$ cat config.mk
export PLATFORM = sky130hd
export DESIGN_NAME = pwm_duty_ramp
export DESIGN_NICKNAME = d
export VERILOG_FILES = /design/src/rtl/pwm_duty_ramp.sv
export SDC_FILE = /design/constraint.sdc
export NUM_CORES = 1
export LEC_CHECK = 0
export BUFFER_PORTS_ARGS = -buffer_cell sky130_fd_sc_hd__buf_2
export CAP_MARGIN = 20
export CORE_UTILIZATION = 54
export CTS_CLUSTER_SIZE = 12
export DETAILED_ROUTE_END_ITERATION = 10
export PLACE_DENSITY = 0.77
export SYNTH_ARGS = -nofsm -noshare
export SYNTH_HDL_FRONTEND = slang
export SYNTH_SLANG_ARGS = --single-unit
$ cat constraint.sdc
create_clock -name clk -period 3 [get_ports clk]
set_input_delay 0.3 -clock clk [delete_from_list [all_inputs] [get_ports clk]]
set_output_delay 0.3 -clock clk [all_outputs]
set_load 0.01 [all_outputs]
$ cat src/rtl/pwm_duty_ramp.sv
// Duty slew limiter: captures a target over valid/ready and steps duty_out one LSB
// every STEP_CYCLES clocks toward it. Define DUTY_RAMP_RETARGET_EN to accept new targets mid-ramp.
module pwm_duty_ramp #(
    parameter int WIDTH       = 4,
    parameter int STEP_CYCLES = 16
) (
    input  logic             clk,
    input  logic             rst,
    input  logic             alu_valid,
    output logic             alu_ready,
    input  logic [WIDTH-1:0] alu_result,
    output logic [WIDTH-1:0] duty_out,
    output logic             busy,
    output logic             at_target
);

    localparam int TW = (STEP_CYCLES > 1) ? $clog2(STEP_CYCLES) : 1;
    localparam logic [TW-1:0] TICK_LAST = TW'(STEP_CYCLES - 1);

    typedef enum logic [0:0] {
        IDLE = 1'b0,
        RAMP = 1'b1
    } state_t;

    state_t           state_r, state_s;
    logic [WIDTH-1:0] target_r, target_s;
    logic [WIDTH-1:0] duty_r, duty_s;
    logic [WIDTH-1:0] goal_s;
    logic [TW-1:0]    tick_r, tick_s;
    logic             xfer_s;

    // Ready decode: depends on state only, never on alu_valid.
    always_comb begin
`ifdef DUTY_RAMP_RETARGET_EN
        alu_ready = 1'b1;
`else
        case (state_r)
            IDLE:    alu_ready = 1'b1;
            RAMP:    alu_ready = 1'b0;
            default: alu_ready = 1'b0;
        endcase
`endif
    end

    assign xfer_s = alu_valid & alu_ready;

    // Next-state, target capture and step cadence.
    always_comb begin
        state_s  = state_r;
        target_s = target_r;
        duty_s   = duty_r;
        tick_s   = tick_r;
        goal_s   = target_r;
        case (state_r)
            IDLE: begin
                if (xfer_s) begin
                    target_s = alu_result;
                    tick_s   = {TW{1'b0}};
                    if (alu_result != duty_r) begin
                        state_s = RAMP;
                    end else begin
                        state_s = IDLE;
                    end
                end else begin
                    state_s = IDLE;
                end
            end
            RAMP: begin
`ifdef DUTY_RAMP_RETARGET_EN
                // A new target steers the step taken on this very edge.
                if (xfer_s) begin
                    target_s = alu_result;
                    goal_s   = alu_result;
                end else begin
                    goal_s   = target_r;
                end
`endif
                if (goal_s == duty_r) begin
                    state_s = IDLE;
                    tick_s  = {TW{1'b0}};
                end else if (tick_r == TICK_LAST) begin
                    tick_s = {TW{1'b0}};
                    if (goal_s > duty_r) begin
                        duty_s = duty_r + {{(WIDTH-1){1'b0}}, 1'b1};
                    end else begin
                        duty_s = duty_r - {{(WIDTH-1){1'b0}}, 1'b1};
                    end
                    if (duty_s == goal_s) begin
                        state_s = IDLE;
                    end else begin
                        state_s = RAMP;
                    end
                end else begin
                    tick_s = tick_r + {{(TW-1){1'b0}}, 1'b1};
                end
            end
            default: begin
                state_s = IDLE;
            end
        endcase
    end

    // State registers; reset drops duty to zero immediately.
    always_ff @(posedge clk or negedge rst) begin
        if (!rst) begin
            state_r  <= IDLE;
            target_r <= {WIDTH{1'b0}};
            duty_r   <= {WIDTH{1'b0}};
            tick_r   <= {TW{1'b0}};
        end else begin
            state_r  <= state_s;
            target_r <= target_s;
            duty_r   <= duty_s;
            tick_r   <= tick_s;
        end
    end

    assign duty_out  = duty_r;
    assign busy      = (state_r == RAMP);
    assign at_target = (duty_r == target_r);

endmodule

# [Yosys cells after proc, flatten, opt, wreduce, memory -nomap -nowiden]
# Index checks and enable logic that the tools add are counted.
[word_totals] out_inout_bits=7 latchBits=0 ramBits=0 rom_bits=0 mem_count=0 reg_bits=13 in_bits=7
[op_classes] n_bitwise=3 add_sub_neg=3 div_mod_pow=0 eq_ne=6 n_shift=0 mux=15 n_reduce_logical=2 multipliers=0 magnitude_cmp=1
[ops] operator="2-to-1 mux 4 bit" count=7
[ops] operator="equality test 4 bit" count=3
[ops] operator="adder 4 x 1 -> 4 bit, second input constant" count=2
[ops] operator="case mux 4 bit (2 select lines)" count=1
[ops] operator="2-to-1 mux 1 bit" count=5
[ops] operator="equality test 4 bit, second input constant" count=1
[ops] operator="greater-than comparator 4 bit" count=1
[ops] operator="inequality test 4 bit" count=1
[ops] operator="case mux 1 bit (2 select lines)" count=2
[ops] operator="subtractor 4 x 1 -> 4 bit, second input constant" count=1
[ops] operator="AND reduction 3 bit" count=1
[ops] operator="inequality test 2 bit, second input constant" count=1
[ops] operator="NOT 1 bit" count=2
[ops] operator="AND reduction 2 bit" count=1
[ops] operator="bitwise AND 1 bit" count=1

# [Depth between registers and ports, before layout]
# Gate-level depths: netlist (run 1).
[depth] depth_word=10 ltp_mapped=12 ltp_nobuf=12

# [Least setup slack after synthesis (run 1)]
# OpenSTA, ideal clock, no wires.
[synth_path] path_type="register -> register" start="register duty_r[1], in the netlist duty_out[1]" end="register state_r, in the netlist busy" path_buffers=0 path_stages_with_launch=13 setup_slack_ns=0.344 t_arrival_ns=2.520 period_less_slack_ns=2.656 required_ns=2.865 setup_time_ns=0.135 path_cell_list="dfrtp_1 inv_1 ha_1 and2b_2 o21ai_0 nand2_1 nand2_1 inv_1 fa_1 xor2_1 xnor2_1 o41ai_1 nand4_1"
[synth_between] elab_chain_len=10 elab_cells_between_ends=16 cone_classes="2 x add/sub; 1 x order compare; 3 x eq/ne; 10 x mux"
[synth_lines] element="from (decl)" line_no="27" source="logic [WIDTH-1:0] duty_r, duty_s;"
[synth_lines] element="from (signal assigned)" line_no="108" source="duty_r <= {WIDTH{1'b0}};"
[synth_lines] element="from (signal assigned)" line_no="113" source="duty_r <= duty_s;"
[synth_lines] element="subtractor 4 x 1 -> 4 bit (tied with other cells)" line_no="86" source="duty_s = duty_r - {{(WIDTH-1){1'b0}}, 1'b1};"
[synth_lines] element="2-to-1 mux 4 bit" line_no="83" source="if (goal_s > duty_r) begin"
[synth_lines] element="2-to-1 mux 4 bit" line_no="81" source="end else if (tick_r == TICK_LAST) begin"
[synth_lines] element="2-to-1 mux 4 bit" line_no="78" source="if (goal_s == duty_r) begin"
[synth_lines] element="2-to-1 mux 4 bit" line_no="54" source="case (state_r)"
[synth_lines] element="equality test 4 bit" line_no="88" source="if (duty_s == goal_s) begin"
[synth_lines] element="2-to-1 mux 1 bit" line_no="88"
[synth_lines] element="2-to-1 mux 1 bit" line_no="81"
[synth_lines] element="2-to-1 mux 1 bit" line_no="78"
[synth_lines] element="case mux 1 bit (2 select lines) *" line_no="54"
[synth_lines] element="via state_s" line_no="25" source="state_t state_r, state_s;"
[synth_lines] element="to (signal assigned)" line_no="111" source="state_r <= state_s;"
[synth_lines] element="to (decl)" line_no="25"
# Mark *: on every way through the listed nets, which the timed path passes. The rest lies on a longest branch. The select of a mux whose other input is x is not followed.
# A chain may end at the register's enable or synchronous reset.

# [Final worst setup path (run 1)]
# Ends and elaborated chain as after synthesis.

==> flow_metrics.py, run 1 <==
metrics = {
    "run_status": {
        "outcome": "finished clean",
    },
    "timing": {
        "drv_slew": 0,
        "finalHoldViolCount": 0,
        "post-route-period-util_pct": 93.7,
        "max-slew-margin-rel_pct": 71.8,
        "rsz0062_at_grt": "no",
        "tightest_slew_ps": 421,
        "fmax_mhz": 356,
        "setup_viol": 0,
        "finalCriticalPeriod_ps": 2810,
        "fin_tns_setup_ps": 0,
        "fin_skew_ps": 3.16,
    },
    "yosys": {
        "synthTopCellsByArea": "dfrtp_1 38%, ha_1 10%, xnor2_1 8.2%",
        "syn_area_sq_um": 850,
        "yosys_warnings": 0,
        "yosysMostFrequentCell": "dfrtp_1",
        "syn-num-nets": 99,
        "seq_area_frac_synth_pct": 38.3,
        "synth_edf_count": 0,
        "synthTopCellsByCount": "13 x dfrtp_1, 8 x inv_1, 8 x xnor2_1",
        "ys_types": 28,
        "yosys_register_bits": 13,
        "synthArstFlopShare_pct": 100,
        "yosysTopAreaCellShare_pct": 38.3,
        "syn-instance-count": 84,
        "yosysTopAreaCell": "dfrtp_1",
        "avgSynthCellArea_sq_um": 10.1,
        "ys.flop_type": "dfrtp_1",
    },
    "global_route": {
        "grt_overflow": 0,
        "grt_usage_pct": 23.1,
        "grt_max_degree": 14,
        "first_global_vias": 620,
        "antenna_found_initial": 0,
        "grt_pass1_wl_um": 2950,
    },
    "die": {
        "die_area_sq_um": 1740,
        "coreArea_sq_um": 1380,
        "start_util_pct": 61.4,
        "rows": 13,
        "die_width_um": 41.7,
        "die_h_um": 41.7,
        "pin_count": 14,
    },
    "placed_design": {
        "io_buffers": 13,
        "dp_hpwl_um": 1340,
        "gp_congestion": 0.810,
    },
    "clock_network": {
        "htreeDepth": 1,
        "clockBufferDepth": 2,
        "cts_tree": "yes",
        "cts_inserted_buffers": 3,
        "cts_root_buffer": "clkbuf_4",
        "clk_latency_ps": 280,
        "cts_setup_buffers": 0,
        "clk_pin_slew_ps": 80,
        "clock_sinks": 13,
    },
    "route": {
        "routed_wl_um": 1660,
        "vias": 664,
        "viasPerCell": 5.72,
        "drc": 0,
        "antenna_left": 0,
        "drtIter0Drc": 20,
        "wl_per_cell_um": 14.3,
        "first_pass_iters": 4,
    },
    "worst_hold_path": {
        "hp-start": "alu_result[0]",
        "holdPathStages": 2,
        "hp-class": "in -> reg",
        "whs_endpoint": "goal_s[0]",
    },
    "critical_path": {
        "reg2regPathDepth": 12,
        "r2r_start": "duty_out[1]",
        "crit_chain": "inv_1 > ha_1 > and2b_2 > o21ai_0 > nand2_1 > nand2_1 > inv_1 > fa_1 > xor2_2 > xnor2_1 > o41ai_2 > nand4_1",
        "worstPathRequired_ps": 3160,
        "end_kind": "register",
        "worst_setup_path_start_kind": "register",
        "crit_slowest_cell": "dfrtp_2",
        "cp_max_fo": 5,
        "critPathKind": "reg -> reg",
        "critPathArrivalTime_ps": 2970,
        "r2r_slack_ps": 190,
        "reg2reg_to": "busy",
        "critical_path.max_stage_delay_ps": 420,
    },
    "finish": {
        "post_route_cells_drive_above_1_share_pct": 28.7,
        "syn2layout_area_growth_pct": 15.6,
        "antenna_cells": 0,
        "nets": 117,
    },
    "power_and_ir_drop": {
        "peakVddDrop_mv": 0.660,
        "p_leak_uw": 0.000474,
        "p_per_area_nw_per_um2": 1100,
        "finalPower_uw": 1080,
    },
    "flow_run": {
        "maxCapViolations": 0,
    },
}
critical path, delay by kind of cell, from the launching register on:
family	cells	cell delay, ps
XOR/XNOR	2	350
flip-flops	1	420
AND/OR/NAND/NOR	4	530
AO/OA/AOI/OAI	2	520
buffers and inverters	2	160
adder cells (fa/ha/maj)	2	710
cell usage in the layout (no fill, tap or decap), types with 3 or more instances in the layout:
cell type  instances
a21oi_1            4
buf_2             13
clkbuf_4           3
dfrtp_1           12
ha_1               7
inv_1              8
mux2_2             4
nand2_1            6
nor2_1             3
o21ai_0            6
xnor2_1            8
per-layer routing:
metal,vias to the layer above,global-route usage (%),wire [um]
li1,333,-,-
met1,309,34.3,847
met2,18,32.2,716
met3,4,6.52,77
met4,0,7.74,16
met5,-,0,0
sequential cells by signal, indices dropped and copies added (netlist names):
register,cells
busy,1
duty_out,4
goal_s,4
tick_r,4
kinds of logic (layout without fill, tap and decap cells):
group,after synthesis,count (layout),synth area share [%]
mux,4,4,5.30
xor+xnor,10,10,10.3
compound gates,22,22,17.4
simple gates,18,18,11.9
fa+ha+maj,8,8,12.7
buf+inv,9,26,4.12
flops,13,13,38.3
final cells by class:
type,instances,area (sq um)
Clock buffer,3,22.5
Clock inverter,1,5.00
Fill cell,110,400
Inverter,8,30.0
Multi-Input combinational cell,62,504
Sequential cell,13,327
Tap cell,15,18.8
Timing Repair Buffer,14,75.1
where the power goes:
part	leakage, uW	internal, uW	switching [uW]
combinational	0.000295	304	352
clock	0.0000177	49.4	60.4
sequential	0.000161	241	73.0
total	0.000474	595	486
worst max path at each step:
stage | start | endpoint | slack [ps]
final | duty_out[1] | busy | 190
after global routing | duty_out[1] | busy | 8
after CTS | duty_out[1] | busy | 120
after detailed placement | duty_out[1] | busy | 130
after global placement | duty_out[1] | busy | 240
after floorplan | duty_out[1] | busy | 340
timing repair:
action / CTS / global route
gates resized for setup: 0 / 3
endpoints found under the hold margin: 13 / 0
setup endpoints to repair: 0 / 1
hold buffers: 1 / 0
metrics by stage:
step	hold WS (ps)	cells	cell area [sq um]	utilization [%]	setup slack [ps]
final	276	116	982	71.0	188
after global routing	265	116	982	71.0	8.23
after CTS	268	116	966	69.9	122
after detailed placement	197	111	928	67.1	134
after global placement	194	111	928	67.1	236
after floorplan	4.41	84	850	-	344
No activity file was read; power rests on OpenSTA's default activity.
==> inputs of run 2 (changes only) <==
- SETUP_SLACK_MARGIN: not set -> 0.5
==> flow_metrics.py, run 2 (synthesized netlist as in run 1, its figures left out) <==
metrics = {
    "critical_path": {
        "worst_setup_path_start_kind": "register",
        "r2r_slack_ps": 530,
        "worstPathRequired_ps": 3140,
        "critical-path-top-cell-by-count": "nand2_2",
        "cp_max_fo": 3,
        "reg2regPathDepth": 10,
        "critPathKind": "reg -> reg",
        "crit_chain": "ha_4 > and2b_2 > o21ai_4 > nand2_2 > nand2_2 > inv_2 > fa_2 > xnor2_2 > o41ai_2 > nand4_1",
        "reg2reg_to": "busy",
        "crit_slowest_cell": "fa_2",
        "critPathArrivalTime_ps": 2610,
        "end_kind": "register",
        "r2r_start": "goal_s[1]",
        "critical_path.max_stage_delay_ps": 550,
    },
    "power_and_ir_drop": {
        "peakVddDrop_mv": 0.837,
        "switching_share_pct": 44.3,
        "seqPwrFrac_pct": 23.2,
        "combPwrFrac_pct": 68.8,
        "p_leak_uw": 0.000527,
        "cell_internal_pwr_uw": 781,
        "p_switching_uw": 623,
        "finalPower_uw": 1400,
        "p_per_area_nw_per_um2": 1240,
        "pwr-share-clk_pct": 8.0,
    },
    "clock_network": {
        "clockBufferDepth": 2,
        "cts_root_buffer": "clkbuf_4",
        "clk_latency_ps": 280,
        "clock_sinks": 13,
        "cts_inserted_buffers": 3,
        "clk_pin_slew_ps": 90,
        "cts_tree": "yes",
        "htreeDepth": 1,
    },
    "die": {
        "rows": 13,
        "coreArea_sq_um": 1380,
        "die_width_um": 41.7,
        "start_util_pct": 61.4,
        "die_area_sq_um": 1740,
        "pin_count": 14,
        "die_h_um": 41.7,
    },
    "finish": {
        "register_area_sq_um": 330,
        "layout_common_cells": "13 x buf_2, 10 x buf_4, 9 x dfrtp_1, 7 x xnor2_1, 6 x inv_1",
        "syn2layout_area_growth_pct": 33.3,
        "fillers": 91,
        "antenna_cells": 0,
        "multi_input_area_sq_um": 577,
        "final_common_cell": "buf_2",
        "nets": 127,
        "post_route_cells_drive_above_1_share_pct": 47.7,
    },
    "flow_run": {
        "maxCapViolations": 0,
    },
    "route": {
        "wl_per_cell_um": 18.0,
        "first_pass_iters": 4,
        "drtIter0Drc": 21,
        "routed_wl_um": 2270,
        "viasPerCell": 5.96,
        "drc": 0,
        "antenna_left": 0,
        "vias": 751,
    },
    "timing": {
        "rsz0062_at_grt": "yes",
        "max-slew-margin-rel_pct": 73.1,
        "finalHoldViolCount": 0,
        "post-route-period-util_pct": 82.2,
        "fin_skew_ps": 14.3,
        "setup_slack_ps": 533,
        "fmax_mhz": 405,
        "setup_viol": 0,
        "tightest_slew_ps": 402,
        "drv_slew": 0,
        "fin_tns_setup_ps": 0,
        "finalCriticalPeriod_ps": 2470,
    },
    "global_route": {
        "antenna_found_initial": 0,
        "first_global_vias": 773,
        "grt_usage_pct": 28.2,
        "grt_pass1_wl_um": 3620,
        "grt_overflow": 0,
        "grt_max_degree": 14,
    },
    "placed_design": {
        "dp_hpwl_um": 1390,
        "place_ws_ps": 351,
        "gp_congestion": 0.797,
        "io_buffers": 13,
    },
    "worst_hold_path": {
        "hp-start": "alu_result[0]",
        "hp-class": "in -> reg",
        "whs_endpoint": "goal_s[0]",
        "holdPathStages": 2,
    },
    "run_status": {
        "outcome": "finished clean",
    },
}
==> run 2: per-stage QoR <==
step | utilization [%] | hold WS (ps) | cells | cell area [sq um]
5_1_grt | 81.9 | 278 | 126 | 1130
3_3_place_gp | 67.2 | 196 | 111 | 930
6_report | 81.9 | 271 | 126 | 1130
3_5_place_dp | 67.2 | 206 | 111 | 930
2_1_floorplan | - | 4.41 | 84 | 851
4_1_cts | 77.0 | 274 | 123 | 1060
==> run 2: worst max-delay path: cells and delay by family (launching register included) <==
family	cells	cell delay [ps]
xor+xnor	1	70
buf+inv	1	50
flops	1	460
compound gates	2	430
simple gates	4	510
fa+ha+maj	2	810
==> run 2: layout make-up <==
class / count / share of cell area, %
multi-input combinational: 62 / 50.9
sequential: 13 / 29.2
timing repair buffer: 24 / 13.3
inverter: 8 / 2.65
clock buffer: 4 / 2.32
tap: 15 / 1.66
==> run 2: worst max-delay path by stage <==
stage	start	endpoint	slack [ps]	depth (start not counted)
finish	goal_s[1]	busy	530	10
global route	goal_s[1]	busy	460	10
CTS	goal_s[1]	busy	480	11
detailed placement	duty_out[1]	busy	350	11
global placement	duty_out[1]	busy	420	11
floorplan	duty_out[1]	busy	510	11
==> run 2: repair_timing <==
action / 4_1_cts / 5_1_grt
resized for setup: 10 / 10
setup buffers: 7 / 3
hold endpoints to repair: 13 / 0
hold buffers: 1 / 0
pin swaps: 7 / 10
endpoints found under the setup margin: 2 / 2
==> run 2: per-layer routing <==
layer  share of wire (%)  up-vias  track usage (%)
met3                 2.4        4             4.35
li1                    -      354                -
met1                  46      373             37.2
met4                0.88        0             8.39
met5                   0        -                0
met2                  50       20             47.8
==> run 2: power groups by stage <==
stage          registers, uW  clock network [uW]  logic (uW)
4_1_cts                  318                 113         759
3_3_place_gp             314                   0         596
6_report                 325                 112         966
2_1_floorplan            307                   0         478
3_5_place_dp             320                   0         617
5_1_grt                  334                 120        1030
